### src/rtl/dmem_arbiter.sv
// dmem_arbiter
//   Shares a single-ported data memory between two requesters. Port 0 is the
//   core load/store unit and port 1 is the DMA/debug loader. Each cycle one
//   requester is granted combinationally. Port 0 wins conflicts unless port 1
//   has been denied for STARVE_LIMIT consecutive cycles. Misaligned or illegal
//   accesses are granted but never reach the memory, and they report an error.
//   Read data, a valid pulse and an error flag return to the granted port on
//   the following cycle.
//
// Parameters
//   STARVE_LIMIT  denied cycles before port 1 gets a forced grant (1..15)
//   ADDR_W        byte address width
//
// Ports
//   clk, rst                       clock, asynchronous active-high reset
//   req/we/dtype/addr/wdata{0,1}   request fields per port
//   gnt{0,1}                       combinational grant
//   rvalid/rdata/err{0,1}          registered response per port
//   mem_we, data_type, mem_adress, wr_data   memory request side
//   data_out                       combinational memory read data
//
// Optional feature (macro DMEM_ARB_STATS_EN)
//   stat_gnt0, stat_gnt1, stat_conflict: 16-bit saturating event counters
module dmem_arbiter #(
  parameter int STARVE_LIMIT = 4,
  parameter int ADDR_W       = 32
) (
  input  logic              clk,
  input  logic              rst,
  input  logic              req0,
  input  logic              we0,
  input  logic [2:0]        dtype0,
  input  logic [ADDR_W-1:0] addr0,
  input  logic [31:0]       wdata0,
  output logic              gnt0,
  output logic              rvalid0,
  output logic [31:0]       rdata0,
  output logic              err0,
  input  logic              req1,
  input  logic              we1,
  input  logic [2:0]        dtype1,
  input  logic [ADDR_W-1:0] addr1,
  input  logic [31:0]       wdata1,
  output logic              gnt1,
  output logic              rvalid1,
  output logic [31:0]       rdata1,
  output logic              err1,
  output logic              mem_we,
  output logic [2:0]        data_type,
  output logic [ADDR_W-1:0] mem_adress,
  output logic [31:0]       wr_data,
  input  logic [31:0]       data_out
`ifdef DMEM_ARB_STATS_EN
  ,
  output logic [15:0]       stat_gnt0,
  output logic [15:0]       stat_gnt1,
  output logic [15:0]       stat_conflict
`endif
);

  typedef enum logic [1:0] {IDLE, OWN0, OWN1} state_t;

  localparam logic [3:0] LIMIT = 4'(STARVE_LIMIT);

  state_t state, state_next;
  logic [3:0] starve_cnt, starve_next;

  logic [2:0]        hold_type;
  logic [ADDR_W-1:0] hold_addr;
  logic [31:0]       hold_wdata;

  logic ill0, ill1;

  // An access is illegal when its address is not aligned to the access size,
  // the type code is undefined, or it is a store of an unsigned load type.
  function automatic logic is_illegal(input logic we, input logic [2:0] dt,
                                      input logic [1:0] a);
    logic bad;
    case (dt)
      3'b000:         bad = (a != 2'b00);
      3'b001, 3'b011: bad = a[0];
      3'b010, 3'b100: bad = 1'b0;
      default:        bad = 1'b1;
    endcase
    if (we && (dt == 3'b011 || dt == 3'b100)) bad = 1'b1;
    return bad;
  endfunction

  assign ill0 = is_illegal(we0, dtype0, addr0[1:0]);
  assign ill1 = is_illegal(we1, dtype1, addr1[1:0]);

  // Grants are forced low while reset is asserted so that a reset pulse
  // between edges removes the in-flight access from the memory immediately.
  always_comb begin
    gnt0        = 1'b0;
    gnt1        = 1'b0;
    state_next  = IDLE;
    starve_next = starve_cnt;
    if (!rst) begin
      if (req0 && req1) begin
        if (starve_cnt == LIMIT) gnt1 = 1'b1;
        else                     gnt0 = 1'b1;
      end else begin
        gnt0 = req0;
        gnt1 = req1;
      end
    end
    if (gnt0)      state_next = OWN0;
    else if (gnt1) state_next = OWN1;
    if (!req1 || gnt1)          starve_next = 4'd0;
    else if (starve_cnt != LIMIT) starve_next = starve_cnt + 4'd1;
  end

  // With no grant the memory sees the last granted fields, but never a write.
  always_comb begin
    mem_we     = 1'b0;
    data_type  = hold_type;
    mem_adress = hold_addr;
    wr_data    = hold_wdata;
    if (gnt0) begin
      mem_we     = we0 & ~ill0;
      data_type  = dtype0;
      mem_adress = addr0;
      wr_data    = wdata0;
    end else if (gnt1) begin
      mem_we     = we1 & ~ill1;
      data_type  = dtype1;
      mem_adress = addr1;
      wr_data    = wdata1;
    end
  end

  always_ff @(posedge clk or posedge rst) begin
    if (rst) begin
      state      <= IDLE;
      starve_cnt <= 4'd0;
      hold_type  <= 3'd0;
      hold_addr  <= '0;
      hold_wdata <= 32'd0;
      rdata0     <= 32'd0;
      err0       <= 1'b0;
      rdata1     <= 32'd0;
      err1       <= 1'b0;
    end else begin
      state      <= state_next;
      starve_cnt <= starve_next;
      if (gnt0 || gnt1) begin
        hold_type  <= data_type;
        hold_addr  <= mem_adress;
        hold_wdata <= wr_data;
      end
      if (gnt0) begin
        rdata0 <= (ill0 || we0) ? 32'd0 : data_out;
        err0   <= ill0;
      end
      if (gnt1) begin
        rdata1 <= (ill1 || we1) ? 32'd0 : data_out;
        err1   <= ill1;
      end
    end
  end

  // The registered owner of the previous cycle is exactly the response route.
  assign rvalid0 = (state == OWN0);
  assign rvalid1 = (state == OWN1);

`ifdef DMEM_ARB_STATS_EN
  always_ff @(posedge clk or posedge rst) begin
    if (rst) begin
      stat_gnt0     <= 16'd0;
      stat_gnt1     <= 16'd0;
      stat_conflict <= 16'd0;
    end else begin
      if (gnt0 && stat_gnt0 != 16'hFFFF) stat_gnt0 <= stat_gnt0 + 16'd1;
      if (gnt1 && stat_gnt1 != 16'hFFFF) stat_gnt1 <= stat_gnt1 + 16'd1;
      if (req0 && req1 && stat_conflict != 16'hFFFF)
        stat_conflict <= stat_conflict + 16'd1;
    end
  end
`endif

endmodule

### config.mk
export PLATFORM = sky130hd
export DESIGN_NAME = dmem_arbiter
export DESIGN_NICKNAME = d
export VERILOG_FILES = /design/src/rtl/dmem_arbiter.sv
export SDC_FILE = /design/constraint.sdc
export NUM_CORES = 1
export LEC_CHECK = 0
export BUFFER_PORTS_ARGS = -buffer_cell sky130_fd_sc_hd__buf_2
export CORE_UTILIZATION = 33
export DETAILED_ROUTE_END_ITERATION = 7
export MAX_ROUTING_LAYER = met4
export PLACE_DENSITY = 0.65
export SETUP_SLACK_MARGIN = 0.15
export SYNTH_ARGS = -nofsm -noshare
export SYNTH_HDL_FRONTEND = slang
export SYNTH_SLANG_ARGS = --single-unit
### constraint.sdc
create_clock -name clk -period 4.2 [get_ports clk]
set_input_delay 0.21 -clock clk [delete_from_list [all_inputs] [get_ports clk]]
set_output_delay 0.21 -clock clk [all_outputs]
set_load 0.05 [all_outputs]
Word level (Yosys, flattened, before mapping)
Cells that the tools add are included.
{ "word_totals": {"reg_bits": 139, "input_bits": 172, "out_inout_bits": 138} }
{ "op_classes": {"addsub": 1, "n_eq_ne": 12, "mux": 24, "bitwise": 4, "n_reduce_logical": 19} }
{ "ops": {"columns": ["operator", "count"], "rows": [
  ["$mux 32", 6],
  ["$eq 3x2->1 const B", 4],
  ["$mux 1", 10],
  ["$mux 4", 2],
  ["$reduce_or 2->1", 4],
  ["$eq 3x1->1 const B", 2],
  ["$eq 3x3->1 const B", 2],
  ["$logic_not 3->1", 2],
  ["$logic_or 1x1->1", 6],
  ["$mux 3", 2],
  ["$pmux 1 s3", 2],
  ["$reduce_bool 2->1", 3],
  ["$add 4x1->4 const B", 1],
  ["$eq 4x3->1 const B", 1],
  ["$mux 2", 2],
  ["$ne 4x3->1 const B", 1],
  ["$logic_and 1x1->1", 3],
  ["$and 1x1->1", 2],
  ["$eq 2x1->1 const B", 1],
  ["$eq 2x2->1 const B", 1],
  ["$not 1->1", 2],
  ["$logic_not 1->1", 1]
]} }

Logic depth before layout (Yosys ltp)
Gate-level depths: netlist of run 1.
{ "depth": {"depth_word": 8, "ltp_mapped": 10} }

Worst setup path after synthesis of run 1
OpenSTA, ideal clock, no wires.
{ "synth_path": {"kind": "input -> output", "from": "in rst", "to": "out wr_data[0]", "arrival_time_ps": 4558, "t_required_ps": 3990, "slack_ps": -568, "stages": 6, "n_path_buf": 2, "path_cell_list": "inv_1 -> o21ai_1 -> buf_2 -> clkbuf_1 -> nand2_1 -> nand2_1"} }
{ "synth_between": {"elab_chain_len": 3, "word_cells_on_any_way": 4, "cone_classes": "4 x mux"} }
{ "synth_rtl": {"columns": ["item", "line", "text"], "rows": [
  ["start, declared", "29", "input logic rst,"],
  ["$mux 1", "99", "if (!rst) begin"],
  ["$mux 32", "125", "end else if (gnt1) begin"],
  ["$mux 32 (*)", "120", "if (gnt0) begin"],
  ["end, declared", "51", "output logic [31:0] wr_data,"]
]} }
Mark *: on every way between the ends. The rest lies on a longest branch, timed or not.

Worst setup path in the final report of run 1
{ "layout_path": {"from": "reg starve_cnt[0]", "to": "out wr_data[1]"} }
{ "layout_between": {"elab_chain_len": 6, "word_cells_on_any_way": 9, "cone_classes": "1 x eq/ne; 8 x mux"} }
{ "layout_rtl": {"columns": ["item", "line", "text"], "rows": [
  ["start, declared", "66", "logic [3:0] starve_cnt, starve_next;"],
  ["start signal, assigned", "146", "starve_cnt <= starve_next;"],
  ["$eq 4x3->1 (*)", "101", "if (starve_cnt == LIMIT) gnt1 = 1'b1;"],
  ["$mux 1", "101", null],
  ["$mux 1", "100", "if (req0 && req1) begin"],
  ["$mux 1", "99", null],
  ["$mux 32", "125", null],
  ["$mux 32 (*)", "120", null]
]} }
Marked as above.

==> results.md, run 1 <==
Status:
- The flow ran to the end, and the final reports show no timing, DRC or antenna violations.

Min path:
- The worst hold path begins at data_out[0].
- The type of the worst min-delay path is primary input to flop.

GRT:
- The via count of the first global-routing pass is 5,600.
- The global router's overall resource usage is 0.171.
- The first-pass GRT wire length is between 20,000 and 30,000 um.
- The largest net degree at the start of global routing is 78.
- The initial antenna violation count is 0.
- Summed over all layers, the global routing overflow is 0.

Synth:
- By area the synthesized netlist is led by sky130_fd_sc_hd__dfrtp_1 (49%), sky130_fd_sc_hd__a22oi_4 (15%), sky130_fd_sc_hd__nand2_1 (14%), sky130_fd_sc_hd__a31o_2 (3.7%), sky130_fd_sc_hd__nor2b_1 (2.8%).
- Of the post-synthesis cell area, the dominant cell type holds 0.489.
- After synthesis, the netlist uses between 40 and 50 different library cells.
- The average cell area after synthesis is 10.7 um2.
- After synthesis, the most frequently instantiated cells are sky130_fd_sc_hd__nand2_1 (265), sky130_fd_sc_hd__dfrtp_1 (139), sky130_fd_sc_hd__a22oi_4 (50).
- The fraction of the yosys area taken by sequential cells is 0.489.
- The most frequently used flop master after synthesis is sky130_fd_sc_hd__dfrtp_1.
- The mapped cell area is around 0.0071 mm2.
- The count of yosys warnings during synthesis is 0.
- The number of enable flip-flop cells after synthesis is 0.
- After synthesis the netlist holds a flip-flop and latch count of 139.
- The most numerous cell in the Yosys netlist is sky130_fd_sc_hd__nand2_1.
- The largest area contributor in the netlist is sky130_fd_sc_hd__dfrtp_1.
- The number of nets handed over by synthesis was 841.
- The cell count after synthesis came out at roughly 670.
- The post-synthesis async set-or-reset flop share is 1.00.

Drt:
- For this block, the routed nets add up to roughly 18,000 um of wire.
- The number of violations reported at the end of detailed-routing iteration 0 is ~240.
- Dividing the detail-routed wire length by the instance count gives around 15 um.
- Dividing the detail-routed via count by the number of cells gives between 4 and 5.
- The number of nets still failing antenna checks after routing is 0.
- The final route contains approximately 6,000 vias.
- For this run, the detailed router's first-pass iteration total came to 4.
- The remaining design rule violation count is 0.

Setup path:
- The nature of the critical path startpoint is a flop.
- The slowest stage of the critical path is the sky130_fd_sc_hd__inv_6 cell.
- The startpoint of the worst-slack reg-to-reg timing path is starve_cnt[0].
- The endpoint type of the worst setup path is an output pin.
- The combined buffer and inverter count along the critical path is 4.
- The worst setup path is of the flop to output pin kind.
- In this run the worst setup path begins at starve_cnt[0].
- The biggest fanout along the worst timing path is 43.
- The data arrival time at the worst-slack endpoint is ~3 ns.
- The delay of the slowest critical-path stage is between 0.4 and 0.5 ns.
- The critical path required time is 3.99 ns.
- On the critical path the largest part of the delay comes from buffers and inverters.
- The signal on the critical path passes through inv_1 -> ha_1 -> and3b_1 -> a21o_1 -> inv_6 -> buf_4 -> a22oi_2 -> nand2_1 -> buf_2.

Layout:
- The share of layout cells above drive strength 1 is 0.455.
- The repair_antennas step left the layout with diodes totalling 0.
- Once layout is complete, the utilization of the core stands at 0.444.
- Relative to the synthesized area, the layout overhead comes to 31.7%.
- The final non-filler cell total is between 1,000 and 1,500.
- After the last flow step, the layout net total stands at 1,139.

CTS:
- TritonCTS built the clock tree.
- The H-tree level count is 4.
- Clock tree synthesis inserted a total of 17 buffers.
- The clock input transition at the sequential cells of the worst setup and hold paths is roughly 0.060 ns.
- The tree built by TritonCTS fans out to 139 sinks.
- The tree is rooted in a sky130_fd_sc_hd__clkbuf_16.
- The maximum buffer depth of the clock tree is 2.
- The clock reaches the later pin of the worst-skew pair after about 0.42 ns.

STA:
- The final hold violation count is 0.
- Setup violations remaining at the end of the flow were counted as 0.
- The worst path needs 3.21 ns of the cycle, external delays included.
- Measured against its own limit, the worst slew margin works out to 0.339.
- The slew at the pin with the worst max-slew slack is roughly 1 ns.
- Derived from the worst setup path, the maximum achievable clock frequency is 0.312 GHz.
- Of the available clock period, the critical path in the final layout requires 0.764.
- The post-route clock skew is 0.00855 ns.
- Setup slack on the critical path of the routed design comes to around 0.99 ns.
- Setup repair after global routing left no endpoint under its margin.
- The number of slew-limit violations in the final report was 0.
- The summed negative setup slack over all endpoints is 0 ns.

Pwr:
- The power share of the sequential group is 0.364.
- The overall power consumption is 4.20 mW.
- The power density over the cells is 448 mW/mm2.
- Summed over all cells, the static leakage comes to between 5 and 6 nW.
- The switching power as a share of total power is 0.359.
- Across the VDD grid, the largest voltage drop is 0.000262 V.
- The share of total power dissipated in the clock network is 0.347.
- For this design the total switching power over the nets is between 1.5 and 2 mW.
- The internal power of the cells totals about 2.7 mW.
- The share of total power dissipated in combinational logic is 0.289.

Placement:
- The worst slack after detailed placement is 1.42 ns.
- The wire-length estimate of the detail-placed layout is ~13,000 um.
- The number of placed instances, taps included, is 1,220.
- At the end of routability-driven placement, the weighted congestion stood at roughly 0.76.
- During placement, the flow inserted port buffers numbering between 300 and 400.

Floorplan:
- The floorplan step defined a die boundary enclosing between 0.02 and 0.025 mm2.
- In this run the vertical extent of the chip is around 150 um.
- The number of top-level pins is 310.
- For this configuration, the core starts out at a cell density of 0.337.
- The total area inside the core boundary comes to 0.0211 mm2.
- The overall die width is between 100 and 150 um.
- Row generation in the floorplan step produced 53 rows.

Job:
- The number of maximum-capacitance violations is 0.
[per-layer routing]
metal	up-vias	GRT usage	part of all wire
met5	-	-	0
met3	11	0.0352	0.058
met2	189	0.282	0.50
li1	2863	-	-
met4	0	0.0469	0.010
met1	2790	0.214	0.44
[layout by cell type, fill, tap and decap left out, types with 2 or more instances in the layout]
cell type and n:
sky130_fd_sc_hd__and2b_1 3, sky130_fd_sc_hd__buf_2 309, sky130_fd_sc_hd__and2_1 2, sky130_fd_sc_hd__ha_1 2, sky130_fd_sc_hd__dfrtp_1 139, sky130_fd_sc_hd__a21oi_1 3
sky130_fd_sc_hd__a31o_1 3, sky130_fd_sc_hd__a221o_1 2, sky130_fd_sc_hd__a31o_2 30, sky130_fd_sc_hd__nand2b_1 3, sky130_fd_sc_hd__o21ai_1 32, sky130_fd_sc_hd__buf_12 3
sky130_fd_sc_hd__a22oi_4 50, sky130_fd_sc_hd__clkinv_4 3, sky130_fd_sc_hd__buf_4 9, sky130_fd_sc_hd__clkinv_2 4, sky130_fd_sc_hd__a211oi_1 2, sky130_fd_sc_hd__a22oi_2 6
sky130_fd_sc_hd__nor2_1 4, sky130_fd_sc_hd__bufinv_16 2, sky130_fd_sc_hd__a21o_1 3, sky130_fd_sc_hd__inv_1 5, sky130_fd_sc_hd__clkbuf_1 3, sky130_fd_sc_hd__clkbuf_16 17
sky130_fd_sc_hd__nand3_1 2, sky130_fd_sc_hd__nand2_1 265, sky130_fd_sc_hd__a22oi_1 10, sky130_fd_sc_hd__nor2b_1 32, sky130_fd_sc_hd__clkinvlp_4 3, sky130_fd_sc_hd__o21ai_0 6
[per-stage QoR]
step | hold slack, ns | instance area [um2]
2_1_floorplan | 0.294 | 7110
3_3_place_gp | 0.321 | 8780
3_5_place_dp | 0.314 | 8780
4_1_cts | 0.00405 | 9360
5_1_grt | 0.0134 | 9360
6_report | 0.0265 | 9360
[kinds of logic (layout without fill, tap and decap cells)]
family                     Yosys count  count (layout)  synth area share
adders and majority gates            2               2           0.00352
buffers and inverters               51             362            0.0598
xor gates and xnor gates             1               1           0.00123
and+or+nand+nor                    317             317             0.186
muxes                                1               1           0.00158
DFF                                139             139             0.489
AOI/OAI and AO/OA                  156             156             0.259
[flip-flops by register name, indices dropped and copies added, names as in the netlist]
name / flops
hold_addr: 32
hold_type: 3
state: 2
starve_cnt: 4
rdata0: 32
hold_wdata: 32
err1: 1
rdata1: 32
err0: 1
[repair_timing]
action                     in CTS  in global routing
setup buffers                   0                  0
hold buffers                    1                  0
setup endpoints to repair       0                  0
hold endpoints to repair       19                  0
resized for setup               0                  0
[path summary, 6_finish.rpt]
kind                       slack, ns  depth (start not counted)              to
setup reg to reg                1.78                          8   hold_wdata[1]
setup / recovery                0.99                          9      wr_data[1]
max in group asynchronous       2.51                          4  hold_wdata[15]
min in group asynchronous       0.43                          3       rdata0[5]
hold / removal                  0.03                          3       rdata0[0]
hold reg to reg                 0.46                          2   hold_addr[15]
[cell type report]
| cell class | count | area, um2 |
|---|---|---|
| clock buffer | 21 | 450 |
| clock inverter | 11 | 121 |
| fill | 2046 | 11700 |
| inverter | 8 | 38.8 |
| multi-input combinational | 477 | 3240 |
| sequential | 139 | 3480 |
| tap | 275 | 344 |
| timing repair buffer | 322 | 1680 |
[worst reg2reg max path, delay by kind of cell, from the launching register on]
| kind | cells | cell delay, ns |
|---|---|---|
| simple gates | 2 | 0.31 |
| buf+inv | 3 | 1.04 |
| compound gates | 2 | 0.38 |
| flops | 1 | 0.40 |
| fa+ha+maj | 1 | 0.22 |
[power by group through the flow]
stage | Sequential (mW) | Clock, mW | Combinational, mW
final | 1.53 | 1.46 | 1.21
after global routing | 1.54 | 1.55 | 1.29
after global placement | 1.55 | 0 | 1.22
after detailed placement | 1.55 | 0 | 1.22
after CTS | 1.53 | 1.50 | 1.23
after floorplan | 1.73 | 0 | 0.705
No activity file was read; power rests on OpenSTA's default activity.
==> run 2: changes to the inputs <==
--- a/config.mk
+++ b/config.mk
@@ -9,7 +9,7 @@
 export CORE_UTILIZATION = 33
 export DETAILED_ROUTE_END_ITERATION = 7
 export MAX_ROUTING_LAYER = met4
-export PLACE_DENSITY = 0.65
+export PLACE_DENSITY = 0.63
 export SETUP_SLACK_MARGIN = 0.15
 export SYNTH_ARGS = -nofsm -noshare
 export SYNTH_HDL_FRONTEND = slang
==> constraint.sdc (replaced) <==
create_clock -name clk -period 2.97 [get_ports clk]
set_input_delay 0.1485 -clock clk [delete_from_list [all_inputs] [get_ports clk]]
set_output_delay 0.1485 -clock clk [all_outputs]
set_load 0.05 [all_outputs]
==> run 2 against run 1 <==
- global-route usage up 3.0 points
- sequential cell count unchanged
- first-iteration DRC count down 0.41%
==> results.md, run 2 (synthesis gave the netlist of run 1 again) <==
Drt:
- The average vias per placed instance is 4.68.
- The final route contains 6,550 vias.
- The sum of met3 wire segment lengths after detailed routing is roughly 1600 um.
- For this block, the routed nets add up to 22,200 um of wire.
- The first TritonRoute pass finished after 4 iterations.
- The number of nets still failing antenna checks after routing is 0.
- Dividing the detail-routed wire length by the instance count gives 15.9 um.
- The post-route met1 wirelength is slightly above 9000 um.
- Summed over all nets, wire length on met2 after detailed routing comes to around 11,000 um.
- For this run, design rule violations remaining after detail routing come to 0.
- The first routing iteration left roughly 240 violations.
- The highest metal layer carrying signal wires in the routed design is met4.

Placement:
- The final RePlAce weighted congestion is between 0.8 and 0.9.
- The count of buffers inserted at the top-level ports is around 300.
- The post-DP HPWL is ~14,000 um.
- The worst slack after detailed placement is between 0.6 and 0.7 ns.
- The total instance count after detailed placement is 1,222.

CTS:
- The clock tree root buffer cell is sky130_fd_sc_hd__clkbuf_16.
- Buffers inserted during clock tree synthesis total 17.
- The clock input transition at the sequential cells of the worst setup and hold paths is 0.06 ns.
- The clock latency of the later-clocked register in the worst-skew pair is approximately 0.42 ns.
- TritonCTS built the clock tree.
- No sink is reached through more buffers than the 2 on the longest clock path.
- For this design, the sink count on the clock tree is ~140.
- CTS built an H-tree with a depth of 4.

STA:
- For the pin with the worst max-slew slack, the measured transition is 1.03 ns.
- The final hold violation count is 0.
- The post-route clock skew is approximately 0.0096 ns.
- Setup repair after global routing could not meet its margin everywhere.
- Setup slack closes at between 0.3 and 0.4 ns.
- The clock period minus final worst setup slack is approximately 2.7 ns.
- The timing-limited maximum frequency is between 0.3 and 0.4 GHz.
- The number of slew-limit violations in the final report was 0.
- The part of the cycle the worst path needs is 0.899.
- The worst pin sits at a relative slew slack of 0.315.
- The setup violation total in the final timing report is 0.

Layout:
- Once layout is complete, the utilization of the core stands at 0.532.
- The final layout contains roughly 1,300 nets.
- Leaving out fill and tap cells, the most frequent cell in the layout is sky130_fd_sc_hd__buf_2.
- The final-layout fill cell count is between 1,500 and 2,000.
- The share of layout cells above drive strength 1 is 0.472.
- The area growth from synthesis to layout is 57.8%.
- The top cell types in the final layout, fill and taps aside, are sky130_fd_sc_hd__buf_2 (306), sky130_fd_sc_hd__nand2_1 (197), sky130_fd_sc_hd__dfrtp_1 (139).
- The count of cells in the finished layout, fillers not included, comes to between 1,000 and 1,500.

Setup path:
- The startpoint-to-endpoint class of the critical path is flop to output pin.
- In this run the worst path has a maximum fanout of 8.
- The reg2reg setup slack is about 0.45 ns.
- The endpoint type of the worst setup path is an output pin.
- The critical path required time is 2.82 ns.
- The nature of the critical path startpoint is a flop.
- In this run the critical register-to-register path is launched from starve_cnt[0].
- The cell count of the worst reg-to-reg path is 10.
- In this run the critical register-to-register path is captured at hold_wdata[26].
- The data arrival time at the worst-slack endpoint is about 2.5 ns.

Pwr:
- The power dissipated by switching net loads is about 2.4 mW.
- The worst ir drop on vdd is about 0.00038 V.
- The analysis attributes to cell leakage a power of approximately 6.5 nW.
- Of the total power, registers draw 0.343.
- Of the total power, the share spent switching nets is 0.377.
- Internal power comes to between 3 and 4 mW.
- The share of total power dissipated in combinational logic is 0.316.
- The power density over the cells is around 560 mW/mm2.
- Of the total power, the clock network draws 0.341.

Floorplan:
- The height of the die is 149 um.
- The area of the die is around 0.022 mm2.
- The number of top-level pins is 310.
- The total area inside the core boundary comes to roughly 0.021 mm2.
- For this configuration, the core starts out at a cell density of 0.337.
- The overall die width is about 150 um.
- The floorplan has 53 rows.

GRT:
- The total grt overflow is 0.
- The via count of the first global-routing pass is about 6,600.
- In the global route stage, overall resource usage came out at 0.202.
- The largest net degree at the start of global routing is a little over 80.
- The initial antenna violation count is 1.
- The first-pass GRT wire length is ~34,000 um.

Min path:
- The path with the worst hold slack has its endpoint at hold_wdata[5].
- The cell count of the worst hold path is 3.
- In this run the most critical hold path is launched from wdata0[5].
- The type of the worst min-delay path is primary input to flop.

Job:
- The number of maximum-capacitance violations is 0.

Status:
- The flow ran to the end, and the final reports show no timing, DRC or antenna violations.
-- run 2: repair_timing --
action                                 in CTS  in global routing
setup endpoints to repair                   0                 43
buffers inserted                            0                  6
gates resized for setup                     0                  8
endpoints found under the hold margin     119                  2
hold buffers                              134                  2
-- run 2: stage by stage --
stage	hold WS (ns)	area, um2	setup TNS, ns	total power [mW]
floorplan	0.233	7430	-56.57	3.54
global placement	0.388	9120	0	4.00
detailed placement	0.400	9120	0	4.02
CTS	0.000237	11100	0	6.36
global route	0.00440	11200	0	6.60
finish	0.0143	11200	0	6.30
-- run 2: worst max path at each step --
stage	startpoint	to	slack, ns	depth (start not counted)
final	starve_cnt[0]	mem_adress[6]	0.30	10
after global routing	starve_cnt[0]	mem_adress[25]	0.11	8
after CTS	starve_cnt[0]	mem_adress[27]	0.16	9
after detailed placement	starve_cnt[0]	mem_adress[27]	0.63	9
after global placement	starve_cnt[0]	mem_adress[27]	0.67	9
after floorplan	rst	wr_data[11]	-0.55	6
-- run 2: layer usage --
metal,vias to the layer above,GRT usage
li1,3159,-
met1,3122,0.235
met2,247,0.340
met3,22,0.0541
met4,0,0.0592
met5,-,-
-- run 2: area by class of cell --
cell class,instances,area [um2],area share
timing repair buffer,467,3210,0.286
clock inverter,15,169,0.0151
multi-input combinational,477,3550,0.317
clock buffer,17,425,0.0379
tap,275,344,0.0307
inverter,8,38.8,0.00346
sequential,139,3480,0.310
timing repair inverter,1,5.00,0.000446
antenna,1,2.50,0.000223
-- run 2: power groups by stage --
stage / clock [mW] / combinational, mW / sequential [mW]
CTS: 2.22 / 1.97 / 2.16
detailed placement: 0 / 1.82 / 2.20
finish: 2.15 / 1.99 / 2.16
floorplan: 0 / 1.09 / 2.45
global route: 2.30 / 2.12 / 2.18
global placement: 0 / 1.81 / 2.19
-- run 2: worst max-delay path, stage by stage (launching register included) --
cell	delay, ns
sky130_fd_sc_hd__dfrtp_1	0.41
sky130_fd_sc_hd__inv_1	0.06
sky130_fd_sc_hd__ha_1	0.22
sky130_fd_sc_hd__and3b_1	0.20
sky130_fd_sc_hd__a21o_4	0.24
sky130_fd_sc_hd__clkinv_4	0.11
sky130_fd_sc_hd__buf_4	0.13
sky130_fd_sc_hd__buf_4	0.25
sky130_fd_sc_hd__a22oi_4	0.12
sky130_fd_sc_hd__nand2_2	0.08
sky130_fd_sc_hd__buf_2	0.27
==> run 3: changes to the inputs <==
--- a/config.mk
+++ b/config.mk
@@ -10,6 +10,7 @@
 export DETAILED_ROUTE_END_ITERATION = 7
 export MAX_ROUTING_LAYER = met4
 export PLACE_DENSITY = 0.63
+export RECOVER_POWER = 100
 export SETUP_SLACK_MARGIN = 0.15
 export SYNTH_ARGS = -nofsm -noshare
 export SYNTH_HDL_FRONTEND = slang
==> run 3 against run 2 <==
- the flow now finishes with violations (capacitance limit, slew limit)
- largest power group unchanged
- fmax shrank 1.2%
- total power shrank 2.1%
- setup slack lost 0.032 ns
- highest routed layer unchanged
- sequential cell count is the same
- via count grew 0.34%
- wire length grew 1.0%
- critical path depth is the same
==> results.md, run 3 (synthesis gave the netlist of run 1 again) <==
Placement:
- The count of buffers inserted at the top-level ports is 309.
- Once detailed placement completed, the half-perimeter wirelength came to 14,300 um.
- The final RePlAce weighted congestion is 0.817.
- After detailed placement, the total cell area comes to between 0.009 and 0.01 mm2.

Drt:
- The number of search-and-repair iterations in the first detailed-routing pass is 6.
- The average routed wire per standard cell is roughly 16 um.
- For this run, design rule violations remaining after detail routing come to 0.
- The routed wire length is roughly 22,000 um.
- After the first detailed-routing iteration, the DRC count stood at ~230.
- Using the TritonRoute via totals, the vias-per-cell ratio works out to between 4 and 5.
- The detail route stage leaves a number of antenna-violating nets equal to 0.
- The routed layout has 6,572 vias.

GRT:
- The via count of the first global-routing pass is ~6,600.
- Entering global routing, the biggest net connects 81 pins.
- The initial antenna violation count is 1.
- For this run the aggregate overflow at the end of global routing stands at 0.
- For this run, the total global-route usage over all layers was measured as 0.202.
- The first global-routing pass estimated ~34,000 um of wire.

Floorplan:
- The number of placement rows is 53.
- Measured along the y axis, the die boundary spans about 150 um.
- From left edge to right edge, the die measures about 150 um.
- The effective utilization at floorplan is 0.337.
- The area of the die is ~0.022 mm2.
- The area of the core is approximately 0.021 mm2.
- During I/O placement, the number of pins put on the boundary was just over 300.

STA:
- Across the routed clock network, the largest skew measured is about 0.010 ns.
- For the pin with the worst max-slew slack, the measured transition is 2.04 ns.
- The final hold violation count is 0.
- The clock period minus final worst setup slack is roughly 2.7 ns.
- The minimum hold slack is about 0.016 ns.
- Setup repair after global routing could not meet its margin everywhere.
- The timing-limited maximum frequency is approximately 0.37 GHz.
- Of the available clock period, the critical path in the final layout requires 0.909.
- Measured against its own limit, the worst slew margin works out to -0.363.
- Setup violations remaining at the end of the flow were counted as 0.
- The number of slew-limit violations in the final report is 142.

Pwr:
- In this run the static leakage power is 5.27 nW.
- The power density over the cells is 590 mW/mm2.
- The worst ir drop on vdd is about 0.00038 V.

CTS:
- Counting the buffers created by CTS gives 17.
- The H-tree level count is 4.
- The longest clock path from root to sink contains 2 buffers.
- Clock tree synthesis selected as its root buffer the cell sky130_fd_sc_hd__clkbuf_16.
- The clock input transition at the sequential cells of the worst setup and hold paths is 0.07 ns.
- For the worst-skew pair, the clock arrives at the later sink with an insertion delay of approximately 0.42 ns.
- TritonCTS built the clock tree.
- The clock drives around 140 sinks.

Setup path:
- The cell family contributing the most delay on the critical path is buffers and inverters.
- The cell with the biggest individual delay on the critical path is sky130_fd_sc_hd__dfrtp_1.
- The endpoint type of the worst setup path is an output pin.
- The worst setup path is launched from a flop.
- STA puts the critical path data required time at roughly 2.8 ns.
- The worst setup path is of the flop to output pin kind.
- The startpoint of the worst setup timing path is starve_cnt[0].
- In this run the critical register-to-register path is launched from starve_cnt[0].
- Traced cell by cell, the critical path runs through inv_1 -> ha_1 -> and3b_1 -> a21o_2 -> clkinv_4 -> buf_12 -> clkbuf_16 -> a22oi_1 -> nand2_2 -> clkbuf_2.
- The data arrival time at the worst-slack endpoint is ~2.6 ns.
- The biggest fanout along the worst timing path is 16.
- Together, buffers and inverters on the worst path number 5.
- The largest single stage delay on the critical path is between 0.4 and 0.5 ns.

Layout:
- The share of the core filled with cells is 0.496.
- The most common cell after layout, fill and taps aside is sky130_fd_sc_hd__nand2_1.
- The final-layout fill cell count is approximately 2,000.
- After the last flow step, the layout net total stands at ~1,300.
- The area growth from synthesis to layout is 47.0%.
- The finished layout cell area is about 0.010 mm2.
- In the layout the commonest cells are sky130_fd_sc_hd__nand2_1 (197), sky130_fd_sc_hd__buf_2 (170), sky130_fd_sc_hd__dfrtp_1 (139).
- The share of layout cells above drive strength 1 is 0.361.

Status:
- The final reports fail on capacitance limit, slew limit.
- The flow ran to the end, but the final reports show violations.

Job:
- The number of maximum-capacitance violations is 2.

Min path:
- In this run the most critical hold path is launched from wdata0[7].
- The min-delay analysis places its worst path in the category primary input to flop.
run 3: cell types whose count changed in the layout (fill, tap and decap cells not counted), moves of 7 or more:
cell                       change
sky130_fd_sc_hd__buf_2       -136
sky130_fd_sc_hd__clkbuf_1     +72
sky130_fd_sc_hd__clkbuf_2     +70
sky130_fd_sc_hd__a22oi_1      +52
sky130_fd_sc_hd__a22oi_4      -45
sky130_fd_sc_hd__o21ai_0      +29
sky130_fd_sc_hd__o21ai_1      -29
sky130_fd_sc_hd__a22oi_2       -7
run 3: worst paths after layout:
kind / to / slack [ns] / depth (start not counted)
max in group asynchronous: rdata1[29] / 1.14 / 3
hold / removal: hold_wdata[7] / 0.02 / 3
setup / recovery: mem_adress[20] / 0.27 / 10
min in group asynchronous: starve_cnt[0] / 0.42 / 3
setup reg to reg: hold_wdata[15] / 0.37 / 9
hold reg to reg: hold_addr[4] / 0.48 / 2
run 3: timing repair:
item | 4_1_cts | 5_1_grt
resized for setup | 0 | 8
hold buffers | 134 | 2
endpoints found under the setup margin | 0 | 43
endpoints found under the hold margin | 119 | 2
buffers inserted | 0 | 6
run 3: through the flow:
step	TNS [ns]	setup slack (ns)	std cells	total power, mW
3_3_place_gp	0	0.667	1222	4.00
5_1_grt	0	0.0774	1400	6.46
3_5_place_dp	0	0.625	1222	4.02
4_1_cts	0	0.165	1388	6.36
2_1_floorplan	-56.57	-0.548	667	3.54
6_report	0	0.269	1400	6.17
run 3: final cells by class:
class                           count  area, um2  area share
Sequential cell                   139       3480       0.333
Timing Repair Buffer              467       3100       0.297
Multi-Input combinational cell    477       2890       0.277
Clock buffer                       17        425      0.0407
Tap cell                          275        344      0.0329
Clock inverter                     15        169      0.0162
Inverter                            8       36.3     0.00347
Timing Repair inverter              1       5.00    0.000479
Antenna cell                        1       2.50    0.000239
run 3: worst register-to-register path, stage by stage (launching register included):
cell	delay, ns
sky130_fd_sc_hd__dfrtp_1	0.42
sky130_fd_sc_hd__inv_1	0.07
sky130_fd_sc_hd__ha_1	0.18
sky130_fd_sc_hd__and3b_1	0.19
sky130_fd_sc_hd__a21o_2	0.20
sky130_fd_sc_hd__clkinv_4	0.14
sky130_fd_sc_hd__buf_16	0.19
sky130_fd_sc_hd__a22oi_1	0.40
sky130_fd_sc_hd__dlygate4sd3_1	0.64
sky130_fd_sc_hd__nand2_1	0.06
run 3: power by group:
part	total (mW)	internal (mW)	switching (mW)	leakage [nW]
Combinational	1.85	0.555	1.30	3.19
Sequential	2.16	2.09	0.0727	1.80
Clock	2.15	1.20	0.951	0.284
Total	6.17	3.85	2.32	5.27
run 3: metal layers:
metal | GRT usage | vias up | share of wire
met4 | 0.0592 | 0 | 0.014
met3 | 0.0541 | 28 | 0.072
met5 | - | - | 0
met2 | 0.340 | 238 | 0.49
li1 | - | 3155 | -
met1 | 0.235 | 3151 | 0.42
